### src/rtl/cpu_pipe_pkg.sv
// Shared CPU pipeline definitions: datapath width and forwarding-operand select encodings.
package cpu_pipe_pkg;

  localparam int WORD_W = 32;

  typedef logic [1:0] fwd_sel_t;

  localparam fwd_sel_t FWD_RF    = 2'd0;
  localparam fwd_sel_t FWD_EXMEM = 2'd1;
  localparam fwd_sel_t FWD_MEMWB = 2'd2;

endpackage

### src/rtl/pipe_mux_reg_mux_n.sv
// mux_n: combinational N:1 WIDTH-bit select; an out-of-range sel yields all zeros.
import cpu_pipe_pkg::*;

module mux_n #(
  parameter int WIDTH = WORD_W,
  parameter int N     = 3,
  localparam int SELW = $clog2(N)
) (
  input  logic [N*WIDTH-1:0] in_data,
  input  logic [SELW-1:0]    sel,
  output logic [WIDTH-1:0]   out_data
);

  logic [WIDTH-1:0] w_pick [N];

  // One-hot masked inputs OR-reduced; no slot matches an out-of-range sel.
  for (genvar gi = 0; gi < N; gi++) begin : g_pick
    assign w_pick[gi] = (sel == SELW'(gi)) ? in_data[gi*WIDTH +: WIDTH] : '0;
  end

  always_comb begin
    out_data = '0;
    for (int k = 0; k < N; k++) begin
      out_data = out_data | w_pick[k];
    end
  end

endmodule

### src/rtl/pipe_mux_reg.sv
// pipe_mux_reg: N-way select into a valid/stall/flush pipeline register, 1-cycle latency.
// Optional macro MUXREG_ERR_EN enables the sticky out-of-range select flag sel_err.
import cpu_pipe_pkg::*;

module pipe_mux_reg #(
  parameter int WIDTH  = WORD_W,
  parameter int N      = 3,
  parameter int HCNT_W = 8,
  localparam int SELW  = $clog2(N)
) (
  input  logic               clk,
  input  logic               rst,
  input  logic               stall,
  input  logic               flush,
  input  logic               in_valid,
  input  logic [N*WIDTH-1:0] in_data,
  input  logic [SELW-1:0]    sel,
  output logic               out_valid,
  output logic [WIDTH-1:0]   out_data,
  output logic [SELW-1:0]    out_sel,
  output logic [HCNT_W-1:0]  hold_cnt,
  output logic               sel_err
);

  logic [WIDTH-1:0]  w_mux_data;
  logic              r_valid;
  logic [WIDTH-1:0]  r_data;
  logic [SELW-1:0]   r_sel;
  logic [HCNT_W-1:0] r_hold;

  mux_n #(
    .WIDTH (WIDTH),
    .N     (N)
  ) u_mux (
    .in_data  (in_data),
    .sel      (sel),
    .out_data (w_mux_data)
  );

  always_ff @(posedge clk) begin
    if (rst || flush) begin
      r_valid <= 1'b0;
      r_data  <= '0;
      r_sel   <= '0;
      r_hold  <= '0;
    end else if (stall) begin
      // Count only while a live instruction is held; saturate at all-ones.
      if (!r_valid) begin
        r_hold <= '0;
      end else if (r_hold != {HCNT_W{1'b1}}) begin
        r_hold <= r_hold + 1'b1;
      end
    end else begin
      r_hold  <= '0;
      r_valid <= in_valid;
      r_data  <= in_valid ? w_mux_data : '0;
      r_sel   <= in_valid ? sel : '0;
    end
  end

`ifdef MUXREG_ERR_EN
  logic w_sel_oor;
  logic r_sel_err;

  assign w_sel_oor = (32'(sel) >= 32'(N));

  always_ff @(posedge clk) begin
    if (rst) begin
      r_sel_err <= 1'b0;
    end else if (!flush && !stall && in_valid && w_sel_oor) begin
      r_sel_err <= 1'b1;
    end
  end

  assign sel_err = r_sel_err;
`else
  assign sel_err = 1'b0;
`endif

  assign out_valid = r_valid;
  assign out_data  = r_data;
  assign out_sel   = r_sel;
  assign hold_cnt  = r_hold;

endmodule
### config.mk
export PLATFORM = sky130hd
export DESIGN_NAME = pipe_mux_reg
export DESIGN_NICKNAME = d
export VERILOG_FILES = /design/src/rtl/cpu_pipe_pkg.sv /design/src/rtl/pipe_mux_reg_mux_n.sv /design/src/rtl/pipe_mux_reg.sv
export SDC_FILE = /design/constraint.sdc
export NUM_CORES = 1
export LEC_CHECK = 0
export BUFFER_PORTS_ARGS = -buffer_cell sky130_fd_sc_hd__buf_2
export CORE_MARGIN = 3
export CORE_UTILIZATION = 46
export CTS_BUF_LIST = sky130_fd_sc_hd__clkbuf_8 sky130_fd_sc_hd__clkbuf_16
export CTS_CLUSTER_DIAMETER = 50
export DETAILED_ROUTE_END_ITERATION = 8
export PLACE_DENSITY_LB_ADDON = 0.25
export RECOVER_POWER = 100
export SLEW_MARGIN = 40
export SYNTH_ARGS = -nofsm -noshare
export SYNTH_HDL_FRONTEND = slang
export SYNTH_SLANG_ARGS = --single-unit
### constraint.sdc
create_clock -name clk -period 3.2 [get_ports clk]
set_input_delay 0.48 -clock clk [delete_from_list [all_inputs] [get_ports clk]]
set_output_delay 0.48 -clock clk [all_outputs]
set_load 0.05 [all_outputs]
==> results of run 1 <==
-- cell usage in the layout, fill, tap and decap left out, types with 2 or more instances in the layout --
cell type and n:
buf_2 100, clkbuf_1 45, dfxtp_1 43, a22o_1 34, mux2i_1 32, nand3b_1 32, o21ai_1 26, o21ai_0 10
a31oi_1 6, nor3_1 5, clkbuf_8 5, nand3_1 4, nand2_1 3, and3_1 3, buf_4 3, inv_1 2
nor4_1 2, bufinv_16 2
-- logic make-up after synthesis --
group           share of synthesized area
simple gates                        0.178
fa+ha+maj                         0.00551
compound gates                      0.236
flops                               0.379
buf+inv                            0.0589
mux                                 0.141
other cells                       0.00165
-- state kept, by name, indices dropped and copies added, names as in the netlist --
register   flops
out_data      32
hold_cnt       8
out_sel        2
out_valid      1
-- layout make-up --
cell class / count / area, sq um
Fill cell: 432 / 1520
Multi-Input combinational cell: 168 / 1270
Sequential cell: 43 / 861
Timing Repair Buffer: 148 / 692
Tap cell: 65 / 81.3
Clock buffer: 5 / 68.8
Clock inverter: 3 / 63.8
Inverter: 1 / 3.75
-- critical path: stages --
cell and delay, ps:
clkbuf_1 120, nor4b_4 260, clkbuf_1 1140, a22o_1 300
-- final timing paths --
check	endpoint	slack [ps]	cells past startpoint
max reg2reg	hold_cnt[3]$_SDFFE_PP0P_	1830	4
min	out_sel[1]$_SDFFE_PP0N_	480	1
min reg2reg	out_sel[1]$_SDFFE_PP0N_	480	1
max	out_data[7]$_SDFFE_PP0N_	1100	4
-- where the power goes --
group	internal, mW	switching [mW]	total (mW)
combinational	0.0940	0.111	0.205
clock	0.309	0.177	0.486
sequential	0.543	0.00451	0.547
total	0.945	0.293	1.24
-- metal layers --
metal,track usage,part of all wire,vias up
li1,-,-,1160
met5,0,0,-
met2,0.330,0.48,112
met1,0.250,0.42,1044
met3,0.0579,0.093,7
met4,0.0525,0.0079,0
-- per-stage QoR --
stage / worst slack, ps / instances / power (mW)
2_1_floorplan: 1640 / 234 / 0.689
3_3_place_gp: 1260 / 425 / 0.765
3_5_place_dp: 1210 / 425 / 0.769
4_1_cts: 1540 / 433 / 1.25
5_1_grt: 967 / 433 / 1.29
6_report: 1100 / 433 / 1.24
==> out/results.ini, run 1 <==
[cts]
clk_root_buffer_cell = clkbuf_8
cts.sinks = 43
cts_tree = built
insertion_delay_ps = 290
post_cts_buffers = 0
cts_resized = 0
numCtsBuffers = 5
clk_pin_slew_worst_paths_ps = 80
ctsLongestPathBuffers = 2
ctsHoldBuffers = 0
cts_max_level = 2

[drt]
vias = 2323
drt_iter0_markers = 143
post_drt_via_cell_ratio = 5.36
wirelength_um = 6080
ant_nets = 0
detail_route.wl_per_cell_um = 14.1
firstDrtPassIters = 5
drcViolationCount = 0

[hold_path]
hold_start = out_sel[1]$_SDFFE_PP0N_
hp-class = reg -> reg

[floorplan]
start_util = 0.498
io_pins = 147
core_sq_um = 4560
die-area_sq_um = 5820
die_y_um = 76.3
rows = 24
die_x_um = 76.3

[cells_and_area]
design_area_sq_um = 3040
fin_util = 0.666
diodes = 0
area_delta_synth_final_pct = 33.9
nNetsFinal = 471
layout-drive-gt1-share = 0.307

[yosys]
yosysMostFrequentCell = dfxtp_1
yosys-top-cells-area = dfxtp_1 (38%), mux2i_1 (14%), a22o_1 (13%)
synth_cell_types = 30
netlist_area_sq_um = 2270
yosysSeqAreaShare = 0.379
synth-main-ff-cell = dfxtp_1
synth-edff-count = 0
synth_nets = 338
synthCells = 234
synthTopCellsByCount = dfxtp_1 (43), a22o_1 (34), mux2i_1 (32), nand3b_1 (32), o21ai_1 (26)
syn_avg_cell_area_sq_um = 9.70
yosys_warnings = 0
synth_top_area_frac = 0.379
synth.largest_area_cell = dfxtp_1
synth-seq-cells = 43
synth-async-reset-ratio = 0

[global_routing]
grt_pass1_vias = 2025
grt_max_degree = 66
grt_first_pass_wirelength_um = 9630
grtUsageTotal = 0.198
grt_overflow_total = 0
antenna_found_initial = 0

[worst_setup_path]
r2r-start = hold_cnt[0]$_SDFFE_PP0P_
worstPathRequired_ps = 3430
arrival_ps = 2330
worstSetupStartpoint = stall
cp_max_fo = 35
cp-end-kind = flop
worstSetupPathType = in -> reg
start_kind = input port

[flow_run]
cap_violations = 1

[power_and_ir_drop]
cellLeakagePower_nw = 1.34
power_density_nw_per_um2 = 407
ir_worst_vdd_uv = 310

[status]
run_status = finished with violations
violations = max-capacitance violations, max-slew violations

[timing]
skew_ps = 1.67
worst_pin_slew_ps = 1540
relSlewSlack = -0.0300
rsz0062_at_grt = no
fin_setup_tns_ps = 0
finalHoldViolCount = 0
timing.hold.ws_ps = 477
max_freq_ghz = 0.477
finalCriticalPeriod_ps = 2100
timing.final.crit_share = 0.656
maxSlewViolCount = 36
setup_viol = 0

[place]
dpl_cell_area_sq_um = 2970
dp_hpwl_um = 4450
portBuffers = 145
finalWeightedCongestion = 0.852

Power figures use the tool's default switching activity.
==> inputs of run 2 (changes only) <==
--- a/config.mk
+++ b/config.mk
@@ -5,9 +5,10 @@
 export SDC_FILE = /design/constraint.sdc
 export NUM_CORES = 1
 export LEC_CHECK = 0
+export ABC_AREA = 1
 export BUFFER_PORTS_ARGS = -buffer_cell sky130_fd_sc_hd__buf_2
 export CORE_MARGIN = 3
-export CORE_UTILIZATION = 46
+export CORE_UTILIZATION = 38
 export CTS_BUF_LIST = sky130_fd_sc_hd__clkbuf_8 sky130_fd_sc_hd__clkbuf_16
 export CTS_CLUSTER_DIAMETER = 50
 export DETAILED_ROUTE_END_ITERATION = 8
==> constraint.sdc (replaced) <==
create_clock -name clk -period 1.8 [get_ports clk]
set_input_delay 0.27 -clock clk [delete_from_list [all_inputs] [get_ports clk]]
set_output_delay 0.27 -clock clk [all_outputs]
set_load 0.05 [all_outputs]
==> out/results.ini, run 2 <==
[worst_setup_path]
ff2ff_setup_slack_ps = 410  ; -1420 ps
path_cells = clkbuf_1
r2r-start = hold_cnt[0]$_SDFFE_PP0P_
cp_top_family = buffers and inverters
cp_max_fo = 5  ; -86%
cpMaxStageDelayCell = clkbuf_1
r2r-end = hold_cnt[2]$_SDFFE_PP0P_
arrival_ps = 1200  ; -1130 ps
worstSetupPathType = reg -> out
critical-path-max-stage-delay_ps = 490  ; -650 ps
start_kind = flop
cp_num_buf_inv = 1  ; -1
worstPathRequired_ps = 1530  ; -1900 ps
cp-end-kind = output pin
r2r_cells = 7  ; +3

[cells_and_area]
area_delta_synth_final_pct = 37.6
final_cells = 568  ; +31%
largest_reg_flops = 32  ; unchanged
layout_commonest_cell = nand2_1
multi_input_area_sq_um = 1150  ; -9.4%
layout-drive-gt1-share = 0.241  ; -0.0661
design_area_sq_um = 2980  ; -1.9%
fin_util = 0.563  ; -0.104
diodes = 0  ; unchanged
nNetsFinal = 601  ; +28%
fillers = 585  ; +35%
regArea_sq_um = 861  ; unchanged
final_cell_mix = nand2_1 (213), buf_2 (101), clkbuf_1 (44)

[cts]
ctsLongestPathBuffers = 2  ; unchanged
post_cts_buffers = 0  ; unchanged
ctsHoldBuffers = 0  ; unchanged
cts_tree = built
clk_pin_slew_worst_paths_ps = 80  ; about the same
insertion_delay_ps = 290  ; about the same
numCtsBuffers = 5  ; unchanged
cts_max_level = 2  ; unchanged
clk_root_buffer_cell = clkbuf_8
cts.sinks = 43  ; unchanged
cts_resized = 0  ; unchanged

[hold_path]
hold_start = in_data[95]
hold_depth = 5  ; +4
hp-class = in -> reg
holdPathEnd = out_data[31]$_SDFFE_PP0N_

[timing]
fin_setup_tns_ps = 0  ; unchanged
fin_ws_ps = 332  ; -770 ps
relSlewSlack = 0.562  ; +0.591
setup_viol = 0  ; unchanged
finalHoldViolCount = 0  ; unchanged
timing.final.crit_share = 0.816
timing.hold.ws_ps = 262  ; -215 ps
maxSlewViolCount = 0  ; -100%
skew_ps = 1.29  ; -0.382 ps
worst_pin_slew_ps = 658  ; -887 ps
rsz0062_at_grt = no
max_freq_ghz = 0.681
finalCriticalPeriod_ps = 1470

[global_routing]
grt_overflow_total = 0  ; unchanged
grt_pass1_vias = 2335  ; +15%
antenna_found_initial = 0  ; unchanged
grt_first_pass_wirelength_um = 9940  ; +3.2%
grt_max_degree = 35  ; -47%
grtUsageTotal = 0.191  ; -0.00688

[place]
dp_hpwl_um = 5070  ; +14%
dpl_cell_area_sq_um = 2960  ; -0.46%
finalWeightedCongestion = 0.831  ; -2.5%
portBuffers = 145  ; unchanged
post-place-ws_ps = 449  ; -757 ps
placed_cells = 560  ; +32%

[flow_run]
cap_violations = 0  ; -1

[yosys]
synth-edff-count = 0  ; unchanged
yosys-top-cells-area = dfxtp_1 (40%), nand2_1 (37%), nand3_1 (9.7%)
synth_nets = 458  ; +36%
synth_cell_types = 17  ; -43%
synthCells = 354  ; +51%
yosys_warnings = 0  ; unchanged
synth.largest_area_cell = dfxtp_1
synth-async-reset-ratio = 0  ; unchanged
yosysMostFrequentCell = nand2_1
syn_avg_cell_area_sq_um = 6.13  ; -37%
yosysSeqAreaShare = 0.397  ; +0.0179
synthTopCellsByCount = nand2_1 (213), dfxtp_1 (43), nand3_1 (42)
synth-seq-cells = 43  ; unchanged
synth_top_area_frac = 0.397  ; +0.0179
netlist_area_sq_um = 2170  ; -4.5%
synth-main-ff-cell = dfxtp_1

[power_and_ir_drop]
total_power_mw = 1.87  ; +51%
ir_worst_vdd_uv = 348  ; +12%
cellLeakagePower_nw = 1.57  ; +17%
power_density_nw_per_um2 = 628  ; +54%

[floorplan]
core_sq_um = 5300  ; +16%
die_y_um = 81.5  ; +6.9%
die_x_um = 81.5  ; +6.9%
io_pins = 147  ; unchanged
start_util = 0.409  ; -0.0886
rows = 26  ; +8.3%
die-area_sq_um = 6650  ; +14%

[drt]
drt_iter0_markers = 53  ; -63%
ant_nets = 0  ; unchanged
vias = 2581  ; +11%
drcViolationCount = 0  ; unchanged
detail_route.wl_per_cell_um = 11.2  ; -20%
wirelength_um = 6350  ; +4.4%
firstDrtPassIters = 5  ; unchanged
post_drt_via_cell_ratio = 4.54  ; -15%

[status]
run_status = finished clean

run 2: changes by cell type after synthesis, moves of 9 or more:
cell / before / now
nand3_1: 4 / 42
o21ai_1: 26 / 0
nand2_1: 3 / 213
nand3b_1: 32 / 0
inv_1: 1 / 13
a22o_1: 34 / 0
mux2i_1: 32 / 0
nor2_1: 0 / 9
run 2: worst max-delay path by stage:
stage	startpoint	to	slack, ps	cells past startpoint
after floorplan	hold_cnt[1]$_SDFFE_PP0P_	hold_cnt[2]$_SDFFE_PP0P_	190	7
after global placement	hold_cnt[1]$_SDFFE_PP0P_	hold_cnt[2]$_SDFFE_PP0P_	480	7
after detailed placement	flush	out_data[8]$_SDFFE_PP0N_	450	7
after CTS	hold_cnt[0]$_SDFFE_PP0P_	hold_cnt[2]$_SDFFE_PP0P_	440	7
after global routing	hold_cnt[0]$_SDFFE_PP0P_	hold_cnt[2]$_SDFFE_PP0P_	260	7
final	hold_cnt[2]$_SDFFE_PP0P_	hold_cnt[2]	330	1
run 2: final cells by class:
class                      instances  share of cell area
clock buffer                       5              0.0231
clock inverter                     3             0.00419
inverter                          15              0.0189
multi-input combinational        280               0.386
sequential                        43               0.289
tap                               70              0.0294
timing repair buffer             152               0.250
run 2: per-layer routing:
metal	routed length, um	GRT usage	part of all wire
met5	0	0	0
met2	3160	0.355	0.50
met3	512	0.0395	0.081
met1	2610	0.217	0.41
met4	68	0.0608	0.011
run 2: tightest hold or removal path: cells and delay by family:
kind | cells | cell delay (ps)
and+or+nand+nor | 4 | 180
buffers and inverters | 1 | 70
run 2: kinds of logic after synthesis:
| kind of cell | share of synthesized area |
|---|---|
| and+or+nand+nor | 0.497 |
| DFF | 0.397 |
| buffers and inverters | 0.0721 |
| AOI/OAI and AO/OA | 0.0260 |
| adders and majority gates | 0.00577 |
| other | 0.00173 |
run 2: power breakdown:
part           leakage [nW]  internal, mW  switching, mW  total (mW)
clock network        0.0505         0.261          0.308       0.569
registers             0.347         0.965        0.00763       0.972
logic                  1.17         0.140          0.192       0.333
==> inputs of run 3 (changes only) <==
==> constraint.sdc (replaced) <==
create_clock -name clk -period 1.3 [get_ports clk]
set_input_delay 0.195 -clock clk [delete_from_list [all_inputs] [get_ports clk]]
set_output_delay 0.195 -clock clk [all_outputs]
set_load 0.05 [all_outputs]
==> out/results.ini, run 3 (synthesized netlist as in run 2, its figures left out) <==
[status]
run_status = finished clean

[worst_setup_path]
cpMaxStageDelayCell = dfxtp_4
r2r_cells = 7  ; unchanged
worstPathRequired_ps = 1530  ; about the same
critical-path-max-stage-delay_ps = 370  ; -120 ps
worstSetupPathType = reg -> reg
cp_num_buf_inv = 0  ; -1
r2r-start = hold_cnt[0]$_SDFFE_PP0P_
cp_max_fo = 7  ; +2
path_cells = ha_2 -> nand2_2 -> nor2_4 -> nand2_2 -> nand2_1 -> nor2_1 -> nor2_1
ff2ff_setup_slack_ps = 110  ; -300 ps
cp_top_family = simple AND/OR/NAND/NOR gates
cp-end-kind = flop
start_kind = flop
arrival_ps = 1420  ; +220 ps
r2r-end = hold_cnt[7]$_SDFFE_PP0P_

[place]
finalWeightedCongestion = 0.871  ; +4.8%
post-place-ws_ps = 14.6  ; -434 ps
dpl_cell_area_sq_um = 3020  ; +2.0%
dp_hpwl_um = 5070  ; about the same
placed_cells = 566  ; +1.1%
portBuffers = 145  ; unchanged

[drt]
detail_route.wl_per_cell_um = 11.1  ; -1.0%
post_drt_via_cell_ratio = 4.55  ; +0.22%
drcViolationCount = 0  ; unchanged
ant_nets = 0  ; unchanged
wirelength_um = 6350  ; about the same
firstDrtPassIters = 4  ; -1
vias = 2614  ; +1.3%
drt_iter0_markers = 68  ; +28%

[timing]
worst_pin_slew_ps = 585  ; -72.8 ps
fin_ws_ps = 112  ; -220 ps
fin_setup_tns_ps = 0  ; unchanged
relSlewSlack = 0.610  ; +0.0485
timing.final.crit_share = 0.914
maxSlewViolCount = 0  ; unchanged
finalHoldViolCount = 0  ; unchanged
skew_ps = 0.715  ; -0.574 ps
setup_viol = 0  ; unchanged
finalCriticalPeriod_ps = 1190
max_freq_ghz = 0.842
timing.hold.ws_ps = 187  ; -75.4 ps

[power_and_ir_drop]
ir_worst_vdd_uv = 411  ; +18%
cellLeakagePower_nw = 1.76  ; +12%
p_comb_frac = 0.162  ; -0.015
pwr-share-clk = 0.372  ; +0.069
seqPwrFrac = 0.465  ; -0.054
total_power_mw = 2.88  ; +54%
swShare = 0.252  ; -0.0185
internal_power_mw = 2.15  ; +58%
power_density_nw_per_um2 = 923  ; +47%
power.switching_mw = 0.727  ; +43%

[cells_and_area]
layout_commonest_cell = nand2_1
final_cells = 574  ; +1.1%
largest_reg_flops = 32  ; unchanged
design_area_sq_um = 3120  ; +4.6%
final_cell_mix = nand2_1 (211), buf_2 (103), clkbuf_2 (44)
layout-drive-gt1-share = 0.363  ; +0.122
nNetsFinal = 607  ; +1.0%
area_delta_synth_final_pct = 43.9
fin_util = 0.588  ; +0.0260
diodes = 0  ; unchanged

[flow_run]
cap_violations = 0  ; unchanged

[floorplan]
io_pins = 147  ; unchanged
rows = 26  ; unchanged
die_y_um = 81.5  ; unchanged
core_sq_um = 5300  ; unchanged
die-area_sq_um = 6650  ; unchanged
die_x_um = 81.5  ; unchanged
start_util = 0.409  ; unchanged

[cts]
clk_root_buffer_cell = clkbuf_8
post_cts_buffers = 0  ; unchanged
cts.sinks = 43  ; unchanged
clk_pin_slew_worst_paths_ps = 80  ; about the same
ctsLongestPathBuffers = 2  ; unchanged
cts_tree = built
numCtsBuffers = 5  ; unchanged
insertion_delay_ps = 290  ; about the same
ctsHoldBuffers = 0  ; unchanged
cts_max_level = 2  ; unchanged

[hold_path]
hp-class = in -> reg
hold_depth = 5  ; unchanged
holdPathEnd = out_data[11]$_SDFFE_PP0N_
hold_start = in_data[75]

[global_routing]
use_met2 = 0.363  ; +0.00814
grt_most_used_layer = met2
grt_overflow_total = 0  ; unchanged
grt_use_met3 = 0.0471  ; +0.00768
grt_first_pass_wirelength_um = 10300  ; +3.3%
antenna_found_initial = 0  ; unchanged
use_met1 = 0.215  ; -0.00167
grt_pass1_vias = 2459  ; +5.3%
grtUsageTotal = 0.194  ; +0.00216
grt_max_degree = 35  ; unchanged

[run 3: layout make-up]
cell class              count  area (sq um)
repair buffers            158           818
multi-input cells         280          1170
fillers                   542          2180
inverters                  15          56.3
flip-flops and latches     43           875
well taps                  70          87.6
clock buffers               6          82.6
clock inverters             2          35.0
[run 3: per-layer routing]
layer  up-vias  wire, um  part of all wire
li1       1392         -                 -
met1      1125      2700              0.42
met2        87      3090              0.49
met3        10       469             0.074
met4         0        95             0.015
met5         -         0                 0
[run 3: worst max path at each step]
stage	from	end	slack (ps)	cells after the start
floorplan	hold_cnt[1]$_SDFFE_PP0P_	hold_cnt[2]$_SDFFE_PP0P_	10	7
global placement	hold_cnt[0]$_SDFFE_PP0P_	hold_cnt[2]$_SDFFE_PP0P_	70	7
detailed placement	hold_cnt[0]$_SDFFE_PP0P_	hold_cnt[7]$_SDFFE_PP0P_	10	7
CTS	hold_cnt[0]$_SDFFE_PP0P_	hold_cnt[7]$_SDFFE_PP0P_	30	7
global route	hold_cnt[0]$_SDFFE_PP0P_	hold_cnt[2]$_SDFFE_PP0P_	-4	7
finish	hold_cnt[0]$_SDFFE_PP0P_	hold_cnt[7]$_SDFFE_PP0P_	110	7
[run 3: tightest hold or removal path, stage by stage]
cell	delay, ps
buf_2	70
nand2_1	40
nand3_1	50
nand2_1	40
nand2_1	40
[run 3: what timing repair did]
action | 4_1_cts | 5_1_grt
endpoints found under the setup margin | 1 | 7
resized for setup | 1 | 4
pin swaps | 0 | 1
[run 3: power groups by stage]
stage	Clock, mW	Combinational (mW)	Sequential, mW
finish	1.07	0.468	1.34
global route	1.16	0.523	1.34
CTS	1.10	0.481	1.34
detailed placement	0	0.480	1.37
global placement	0	0.471	1.37
floorplan	0	0.187	1.44
